==> src/rtl/pruning_ctrl_if.sv <==
// Host config/status, source-SRAM read, pruning-datapath and dest-SRAM write signals of pruning_ctrl.
// master is the controller side; slave is the host/SRAM/datapath side.
interface pruning_ctrl_if #(
  parameter int col     = 8,
  parameter int bw      = 4,
  parameter int addr_bw = 11
);
  logic                  start;
  logic                  abort;
  logic [addr_bw-1:0]    num_words;
  logic [addr_bw-1:0]    src_base;
  logic [addr_bw-1:0]    dst_base;
  logic                  rd_cen;
  logic [addr_bw-1:0]    rd_addr;
  logic                  prune_begin;
  logic [bw*col-1:0]     prune_out;
  logic                  wr_cen;
  logic                  wr_wen;
  logic [addr_bw-1:0]    wr_addr;
  logic [bw*col-1:0]     wr_data;
  logic                  busy;
  logic                  done;
  logic [addr_bw+3:0]    zero_cnt;

  modport master (
    input  start, abort, num_words, src_base, dst_base, prune_out,
    output rd_cen, rd_addr, prune_begin, wr_cen, wr_wen, wr_addr, wr_data,
           busy, done, zero_cnt
  );

  modport slave (
    output start, abort, num_words, src_base, dst_base, prune_out,
    input  rd_cen, rd_addr, prune_begin, wr_cen, wr_wen, wr_addr, wr_data,
           busy, done, zero_cnt
  );
endinterface

==> src/rtl/pruning_ctrl.sv <==
// Streams num_words words source SRAM -> pruning datapath -> dest SRAM at one word per cycle, counting zeroed elements.
// Write k lands rd_lat+prune_lat cycles after read k; no backpressure, abort flushes all in-flight words.
module pruning_ctrl #(
  parameter int col       = 8,
  parameter int bw        = 4,
  parameter int addr_bw   = 11,
  parameter int prune_lat = 1,
  parameter int rd_lat    = 1
) (
  input  logic           clk,
  input  logic           reset,
  pruning_ctrl_if.master bus
);
  localparam int lat  = rd_lat + prune_lat;
  localparam int zc_w = addr_bw + 4;

  typedef enum logic [1:0] {IDLE, ISSUE, DRAIN, DONE} state_t;

  typedef struct packed {
    logic [addr_bw-1:0] num_words;
    logic [addr_bw-1:0] src_base;
    logic [addr_bw-1:0] dst_base;
  } cfg_t;

  state_t             state;
  cfg_t               cfg;
  logic [addr_bw-1:0] rd_cnt;
  logic [addr_bw-1:0] wr_cnt;
  logic [addr_bw-1:0] rd_addr_q;
  logic               rd_cen_q;
  logic               prune_begin_q;
  logic               busy_q;
  logic               done_q;
  logic [lat-1:0]     vld_pipe;
  logic [zc_w-1:0]    zero_cnt_q;
  logic [zc_w-1:0]    zeros_in_word;
  logic               wr_fire;

  assign wr_fire = vld_pipe[lat-1];

  always_comb begin
    zeros_in_word = '0;
    for (int i = 0; i < col; i++) begin
      if (bus.prune_out[i*bw +: bw] == '0) zeros_in_word = zeros_in_word + zc_w'(1);
    end
  end

  // rd_cnt holds the number of reads already issued, so ISSUE ends when it equals num_words.
  always_ff @(posedge clk or negedge reset) begin
    if (!reset) begin
      state         <= IDLE;
      cfg           <= '0;
      rd_cnt        <= '0;
      wr_cnt        <= '0;
      rd_addr_q     <= '0;
      rd_cen_q      <= 1'b1;
      prune_begin_q <= 1'b0;
      busy_q        <= 1'b0;
      done_q        <= 1'b0;
      vld_pipe      <= '0;
      zero_cnt_q    <= '0;
    end else begin
      done_q   <= 1'b0;
      vld_pipe <= {vld_pipe[lat-2:0], ~rd_cen_q};
      if (wr_fire) begin
        wr_cnt     <= wr_cnt + addr_bw'(1);
        zero_cnt_q <= zero_cnt_q + zeros_in_word;
      end

      if (bus.abort && state != IDLE) begin
        state         <= IDLE;
        rd_cen_q      <= 1'b1;
        vld_pipe      <= '0;
        prune_begin_q <= 1'b0;
        busy_q        <= 1'b0;
      end else begin
        case (state)
          IDLE: begin
            if (bus.start && !bus.abort) begin
              cfg        <= '{num_words: bus.num_words, src_base: bus.src_base,
                              dst_base: bus.dst_base};
              wr_cnt     <= '0;
              zero_cnt_q <= '0;
              rd_addr_q  <= bus.src_base;
              busy_q     <= 1'b1;
              if (bus.num_words == '0) begin
                state <= DONE;
              end else begin
                state         <= ISSUE;
                rd_cen_q      <= 1'b0;
                rd_cnt        <= addr_bw'(1);
                prune_begin_q <= 1'b1;
              end
            end
          end
          ISSUE: begin
            if (rd_cnt == cfg.num_words) begin
              state    <= DRAIN;
              rd_cen_q <= 1'b1;
            end else begin
              rd_addr_q <= cfg.src_base + rd_cnt;
              rd_cnt    <= rd_cnt + addr_bw'(1);
            end
          end
          DRAIN: begin
            // Only the tap may still be set: the final write is happening this cycle.
            if (vld_pipe[lat-2:0] == '0) begin
              state         <= DONE;
              prune_begin_q <= 1'b0;
            end
          end
          DONE: begin
            state  <= IDLE;
            done_q <= 1'b1;
            busy_q <= 1'b0;
          end
          default: state <= IDLE;
        endcase
      end
    end
  end

  assign bus.rd_cen      = rd_cen_q;
  assign bus.rd_addr     = rd_addr_q;
  assign bus.prune_begin = prune_begin_q;
  assign bus.wr_cen      = ~wr_fire;
  assign bus.wr_wen      = ~wr_fire;
  assign bus.wr_addr     = cfg.dst_base + wr_cnt;
  assign bus.wr_data     = bus.prune_out;
  assign bus.busy        = busy_q;
  assign bus.done        = done_q;
  assign bus.zero_cnt    = zero_cnt_q;
endmodule
==> src/flat_wrapper.sv <==
// flat-port wrapper written by rule: the top's interface ports become plain ports
module pruning_ctrl_flat 
#(
  parameter int col       = 8,
  parameter int bw        = 4,
  parameter int addr_bw   = 11,
  parameter int prune_lat = 1,
  parameter int rd_lat    = 1
)
  (clk, reset, bus_start, bus_abort, bus_num_words, bus_src_base, bus_dst_base, bus_prune_out, bus_rd_cen, bus_rd_addr, bus_prune_begin, bus_wr_cen, bus_wr_wen, bus_wr_addr, bus_wr_data, bus_busy, bus_done, bus_zero_cnt);
  pruning_ctrl_if #(.col(col), .bw(bw), .addr_bw(addr_bw)) bus_i ();
  input  logic clk;
  input  logic reset;
  input wire logic [$bits(bus_i.start)-1:0] bus_start;
  input wire logic [$bits(bus_i.abort)-1:0] bus_abort;
  input wire logic [$bits(bus_i.num_words)-1:0] bus_num_words;
  input wire logic [$bits(bus_i.src_base)-1:0] bus_src_base;
  input wire logic [$bits(bus_i.dst_base)-1:0] bus_dst_base;
  input wire logic [$bits(bus_i.prune_out)-1:0] bus_prune_out;
  output wire logic [$bits(bus_i.rd_cen)-1:0] bus_rd_cen;
  output wire logic [$bits(bus_i.rd_addr)-1:0] bus_rd_addr;
  output wire logic [$bits(bus_i.prune_begin)-1:0] bus_prune_begin;
  output wire logic [$bits(bus_i.wr_cen)-1:0] bus_wr_cen;
  output wire logic [$bits(bus_i.wr_wen)-1:0] bus_wr_wen;
  output wire logic [$bits(bus_i.wr_addr)-1:0] bus_wr_addr;
  output wire logic [$bits(bus_i.wr_data)-1:0] bus_wr_data;
  output wire logic [$bits(bus_i.busy)-1:0] bus_busy;
  output wire logic [$bits(bus_i.done)-1:0] bus_done;
  output wire logic [$bits(bus_i.zero_cnt)-1:0] bus_zero_cnt;
  assign bus_i.start = bus_start;
  assign bus_i.abort = bus_abort;
  assign bus_i.num_words = bus_num_words;
  assign bus_i.src_base = bus_src_base;
  assign bus_i.dst_base = bus_dst_base;
  assign bus_i.prune_out = bus_prune_out;
  assign bus_rd_cen = bus_i.rd_cen;
  assign bus_rd_addr = bus_i.rd_addr;
  assign bus_prune_begin = bus_i.prune_begin;
  assign bus_wr_cen = bus_i.wr_cen;
  assign bus_wr_wen = bus_i.wr_wen;
  assign bus_wr_addr = bus_i.wr_addr;
  assign bus_wr_data = bus_i.wr_data;
  assign bus_busy = bus_i.busy;
  assign bus_done = bus_i.done;
  assign bus_zero_cnt = bus_i.zero_cnt;
  pruning_ctrl #(.col(col), .bw(bw), .addr_bw(addr_bw), .prune_lat(prune_lat), .rd_lat(rd_lat)) u_core (.clk(clk), .reset(reset), .bus(bus_i));
endmodule
==> config.mk <==
export PLATFORM = sky130hd
export DESIGN_NAME = pruning_ctrl_flat
export DESIGN_NICKNAME = d
export VERILOG_FILES = /design/src/rtl/pruning_ctrl_if.sv /design/src/rtl/pruning_ctrl.sv /design/src/flat_wrapper.sv
export SDC_FILE = /design/constraint.sdc
export NUM_CORES = 1
export LEC_CHECK = 0
export CELL_PAD_IN_SITES_DETAIL_PLACEMENT = 1
export CELL_PAD_IN_SITES_GLOBAL_PLACEMENT = 1
export CORE_ASPECT_RATIO = 2
export CORE_MARGIN = 1
export CORE_UTILIZATION = 38
export CTS_CLUSTER_SIZE = 14
export DETAILED_ROUTE_END_ITERATION = 6
export GPL_TIMING_DRIVEN = 1
export PLACE_DENSITY_LB_ADDON = 0.1
export SYNTH_ARGS = -nofsm -noshare
export SYNTH_HDL_FRONTEND = slang
export SYNTH_SLANG_ARGS = --single-unit
==> constraint.sdc <==
create_clock -name clk -period 2.75 [get_ports clk]
set_clock_uncertainty 0.1 [all_clocks]
set_input_delay 0.55 -clock clk [delete_from_list [all_inputs] [get_ports clk]]
set_output_delay 0.55 -clock clk [all_outputs]
set_load 0.01 [all_outputs]
* After elaboration in Yosys (flattened, before gate mapping)
Index checks and enable logic that the tools add are counted.
** Operators by class
- $add $sub $neg :: 12
- Equal/unequal tests :: 11
- Multiplexer cells :: 45
- Bitwise operators :: 3
- Reductions and logical operators :: 25
** Operators with widths (count)
- $mux W15 :: 11
- $mux W11 :: 9
- $add A15 B1 Y15 const B :: 6
- $pmux W11 S2 :: 2
- $logic_not A4 Y1 :: 8
- $add A11 B1 Y11 const B :: 2
- $add A11 B11 Y11 :: 2
- $add A15 B15 Y15 :: 1
- $mux W1 :: 13
- $mux W2 :: 6
- $reduce_and A4 Y1 :: 3
- $eq A11 B11 Y1 :: 1
- $logic_not A11 Y1 :: 1
- $reduce_bool A3 Y1 :: 3
- $pmux W2 S4 :: 1
- $ne A3 B1 Y1 const B :: 2
- $pmux W1 S2 :: 3
- $reduce_and A3 Y1 :: 2
- $reduce_and A5 Y1 :: 1
- $eq A2 B2 Y1 const B :: 2
- $ne A2 B2 Y1 const B :: 2
- $reduce_bool A2 Y1 :: 2
- $ne A3 B2 Y1 const B :: 1
- $ne A3 B3 Y1 const B :: 1
- 8 further kinds :: 11
** Word-level totals
- Flip-flop bits (word level) :: 89
- Bits of input ports :: 69
- Output and inout bits :: 75
- Logic and storage cells :: 109

* Depth between registers and ports, before layout
- Word-level depth :: 21
- Depth in mapped cells :: 30
- Depth with buffers taken out :: 30

* Worst setup path before layout
No wires, ideal clock.
- Kind :: input port to flip-flop
- Start :: in bus_prune_out[1]
- End :: reg u_core.zero_cnt_q[10], in the netlist u_core.bus.zero_cnt[10]
- Library setup time :: 0.132 ns
- Arrival time :: 5.757 ns
- Required time :: 2.518 ns
- Setup slack :: -3.239 ns
- Stages on the path :: 30
- Cells stage by stage :: nor4_1 -> ha_1 -> xnor2_1 -> inv_1 -> ha_1 -> nand2_1 -> o31ai_1 -> ha_1 -> mux2i_1 -> inv_1 -> ha_1 -> nand2_1 -> o21a_2 -> inv_1 -> ha_1 -> nor2_1 -> a21oi_1 -> ha_1 -> nand2_1 -> a211o_1 -> o221a_1 -> o32ai_1 -> ha_1 -> inv_1 -> a21oi_1 -> o21ai_0 -> a21oi_1 -> o2111ai_1 -> xor2_1 -> nor2_1
** On the way
- Word-level cells in the longest chain between the ends :: 21
** Ends and longest elaborated chain
- start, declared :: RTL line flat_wrapper.sv:19 : input wire logic [$bits(bus_i.prune_out)-1:0] bus_prune_out;
- $logic_not A4 Y1 * :: RTL line pruning_ctrl.sv:44 : if (bus.prune_out[i*bw +: bw] == '0) zeros_in_word = zeros_in_word + zc_w'(1);
- $mux W1 * :: RTL line pruning_ctrl.sv:44
- $add A1 B1 Y2 :: RTL line pruning_ctrl.sv:44
- $mux W15 * :: RTL line pruning_ctrl.sv:44
- $add A15 B1 Y15 :: RTL line pruning_ctrl.sv:44
- $mux W15 * :: RTL line pruning_ctrl.sv:44
- $add A15 B1 Y15 :: RTL line pruning_ctrl.sv:44
- $mux W15 * :: RTL line pruning_ctrl.sv:44
- [5 not listed]
- $mux W15 * :: RTL line pruning_ctrl.sv:44
- $add A15 B1 Y15 :: RTL line pruning_ctrl.sv:44
- $mux W15 * :: RTL line pruning_ctrl.sv:44
- $add A15 B15 Y15 * :: RTL line pruning_ctrl.sv:67 : zero_cnt_q <= zero_cnt_q + zeros_in_word;
- $mux W15 * :: RTL line pruning_ctrl.sv:65 : if (wr_fire) begin
- $mux W15 :: RTL line pruning_ctrl.sv:79 : if (bus.start && !bus.abort) begin
- $mux W15 :: RTL line pruning_ctrl.sv:77 : case (state)
- $mux W15 * :: RTL line pruning_ctrl.sv:70 : if (bus.abort && state != IDLE) begin
- end signal, assigned :: RTL line pruning_ctrl.sv:67
- end, declared :: RTL line pruning_ctrl.sv:35 : logic [zc_w-1:0] zero_cnt_q;
Mark *: on every way between the ends. The rest lies on a longest branch, timed or not.
A chain may end at the register's enable or synchronous reset.

* Final worst setup path
- Start :: in bus_prune_out[0]
- End :: reg u_core.zero_cnt_q[12], in the netlist u_core.bus.zero_cnt[12]
Same word-level chain as after synthesis.

==> impl_metrics.csv <==
group,metric,value,unit
sta,max_freq,190,MHz
clock_network,clockBufferDepth,2,
critical_path,critPathLaunchType,"input port",
critical_path,arrival,5.39,ns
sta,worst_pin_slew,0.616,ns
critical_path,crit_top_cell,"ha_4",
outcome,status,"finished, violations left",
yosys,ys_ff_latch,89,
pwr,p_leak,0.00422,uW
floorplan,core,15700,sq um
layout,final_nets,985,
run,maxCapViolCount,0,
grt,grtUsageTotal,26.1,%
yosys,synth_area,6060,sq um
sta,whs,0.105,ns
layout,seqCellArea,2230,sq um
clock_network,cts_made_buffers,9,
drt,drt-wirelength-per-cell,20.4,um
layout,layout-drive-gt1-share,33.4,%
drt,dr.pass1.iters,4,
placed_design,placed_area,8150,sq um
grt,grt_antenna_before_repair,0,
placed_design,numPortBuffers,143,
yosys,synth-edff-count,0,
yosys,async_reset_ff_share,100,%
critical_path,required,2.88,ns
floorplan,die_y,181,um
critical_path,worstSetupEndpointType,"flip-flop",
yosys,synth_top_cells_by_count,"88 x dfrtp_1, 57 x nand2_1, 46 x nor2_1",
drt,drt_iter0_drc,121,
sta,slew_violations,0,
clock_network,cts_tree,"built",
layout,utilization,59.8,%
sta,fin_ws,-2.51,ns
critical_path,ff2ff_path_depth,9,
drt,vias,5780,
critical_path,reg2reg_from,"u_core.rd_cnt[1]",
worst_hold_path,hold_class,"input port to async pin",
layout,n_antenna_cell,0,
yosys,synthTopCellsByArea,"dfrtp_1 36%, ha_1 8.5%, mux2_2 6.5%",
yosys,avgSynthCellArea,9.43,sq um
floorplan,die_x,91.3,um
yosys,yosys_warnings,0,
layout,design_area,9380,sq um
placed_design,dpl.cell_count,1020,
floorplan,die_area,16500,sq um
floorplan,row_count,65,
layout,multiInputGateArea,4060,sq um
critical_path,crit_path_max_incr_delay,0.35,ns
drt,via_per_inst,5.36,
critical_path,critPathKind,"input port to flip-flop",
critical_path,regToRegSetupSlack,0.15,ns
clock_network,cts-hold-fix-buffers,0,
pwr,p_per_area,900,nW/um^2
grt,grt_max_degree,41,
pwr,ir_worst_vdd,0.589,mV
critical_path,startpoint,"bus_prune_out[0]",
clock_network,clock_sinks,89,
yosys,syn_inst,642,
placed_design,dpl.hpwl,14500,um
sta,min_period,5.26,ns
critical_path,crit_end,"u_core.bus.zero_cnt[12]",
grt,grt_pass1_wl,33100,um
critical_path,critPathSlowestCell,"nor4_4",
grt,grt_pass1_vias,6595,
layout,fillers,1734,
layout,fin_cells,1078,
clock_network,htree_num_levels,3,
layout,area_growth,54.9,%
clock_network,clock_latency,0.35,ns
floorplan,io_pins,144,
pwr,fin_total_pwr,8440,uW
sta,rsz0062_at_grt,"yes",
grt,overflow,0,
sta,slew_headroom,58.9,%
drt,drtAntennaViolNets,0,
sta,setup_viol_count_final,20,
critical_path,timing.rr.end,"u_core.bus.rd_addr[9]",
yosys,synth_top_area_share,36.4,%
placed_design,gp_congestion,0.859,
clock_network,cts_root_buf,"clkbuf_16",
yosys,ys_seq_area_share,36.8,%
critical_path,cp_max_fo,4,
sta,timing.final.crit_share,191,%
yosys,yosysTopAreaCell,"dfrtp_1",
sta,finalHoldViolCount,0,
yosys,synth_cell_types,63,
yosys,dominantRegCellSynth,"dfrtp_1",
drt,routed_wl,22000,um
drt,post-route-drc-count,0,
outcome,failed_checks,"negative setup slack",
yosys,yosysMostFrequentCell,"dfrtp_1",
floorplan,start_util,38.6,%
clock_network,clkSlewWorstSetupHoldPaths,0.07,ns
[sequential cells by signal, indices dropped and copies added, names as in the netlist, 2 cells and up]
register	cells
u_core.wr_cnt	11
u_core.vld_pipe	2
u_core.rd_cnt	11
u_core.bus.rd_addr	11
u_core.cfg	33
u_core.state	2
u_core.bus.zero_cnt	15
[layer usage]
metal	GRT usage [%]	wire (um)	vias to the layer above
met5	0	0	-
met1	23.0	7070	2886
met4	16.1	1370	0
li1	-	-	2666
met2	53.7	13000	151
met3	3.08	518	77
[where the power goes]
group          switching, uW  internal, uW  leakage [uW]
registers                437          1840       0.00112
logic                   2430          2440       0.00295
clock network            546           752      0.000155
total                   3410          5030       0.00422
[how the worst min path moves through the flow]
stage                                       from                      to
after detailed placement  u_core.bus.prune_begin  u_core.bus.prune_begin
after global placement    u_core.bus.prune_begin  u_core.bus.prune_begin
final                                      reset  u_core.bus.zero_cnt[5]
after global routing                       reset  u_core.bus.zero_cnt[4]
after floorplan                            reset         u_core.bus.busy
after CTS                                  reset  u_core.bus.zero_cnt[5]
[per-stage QoR]
stage | setup slack (ns) | setup TNS (ns)
final | -2.51 | -34.72
after global routing | -2.68 | -37.86
after CTS | -2.53 | -34.32
after detailed placement | -3.56 | -50.71
after global placement | -3.21 | -46.09
after floorplan | -2.78 | -36.03
[cells in the final DEF, fill, tap and decap left out, types with 6 or more instances in the layout]
cell type        count
a21o_1               9
a21oi_1             31
a21oi_2              7
and2_1               7
and3_1               8
buf_2               11
buf_4              106
buf_6               23
clkbuf_16            9
clkdlybuf4s50_1    119
dfrtp_1             88
ha_1                31
ha_4                 9
inv_1               25
inv_2                7
mux2_2              34
mux2i_1             14
nand2_1             51
nand3_1             11
nor2_1              41
nor2b_1              7
nor3_1              12
nor4_1               9
o21ai_0             20
o21ai_1             15
xnor2_1             11
xnor2_4              6
xor2_1              34
[logic make-up after synthesis]
| family | after synthesis | share of synthesized area (%) |
|---|---|---|
| compound gates | 129 | 13.1 |
| xor+xnor | 58 | 8.88 |
| other cells | 1 | 0.0619 |
| fa+ha+maj | 44 | 9.46 |
| buf+inv | 84 | 7.33 |
| simple gates | 187 | 15.4 |
| mux | 50 | 8.99 |
| flops | 89 | 36.8 |
[cell type report]
cell class | count | share of cell area (%)
multi-input combinational | 471 | 43.3
timing repair buffer | 267 | 25.6
sequential | 89 | 23.8
clock buffer | 11 | 2.69
tap | 201 | 2.68
inverter | 34 | 1.39
clock inverter | 5 | 0.574
[critical path, delay by kind of cell]
| family | cells | cell delay [ns] |
|---|---|---|
| compound gates | 10 | 1.51 |
| xor+xnor | 2 | 0.35 |
| fa+ha+maj | 7 | 1.77 |
| buf+inv | 5 | 0.37 |
| mux | 1 | 0.18 |
| simple gates | 6 | 0.63 |
[repair_timing]
item                                    4_1_cts  5_1_grt
hold endpoints to repair                      0        0
buffers inserted                             46       20
endpoints found under the setup margin       25       25
gates resized for setup                     161       65
pin swaps                                    54       65
Note: power is estimated with default switching activity, not from simulation.
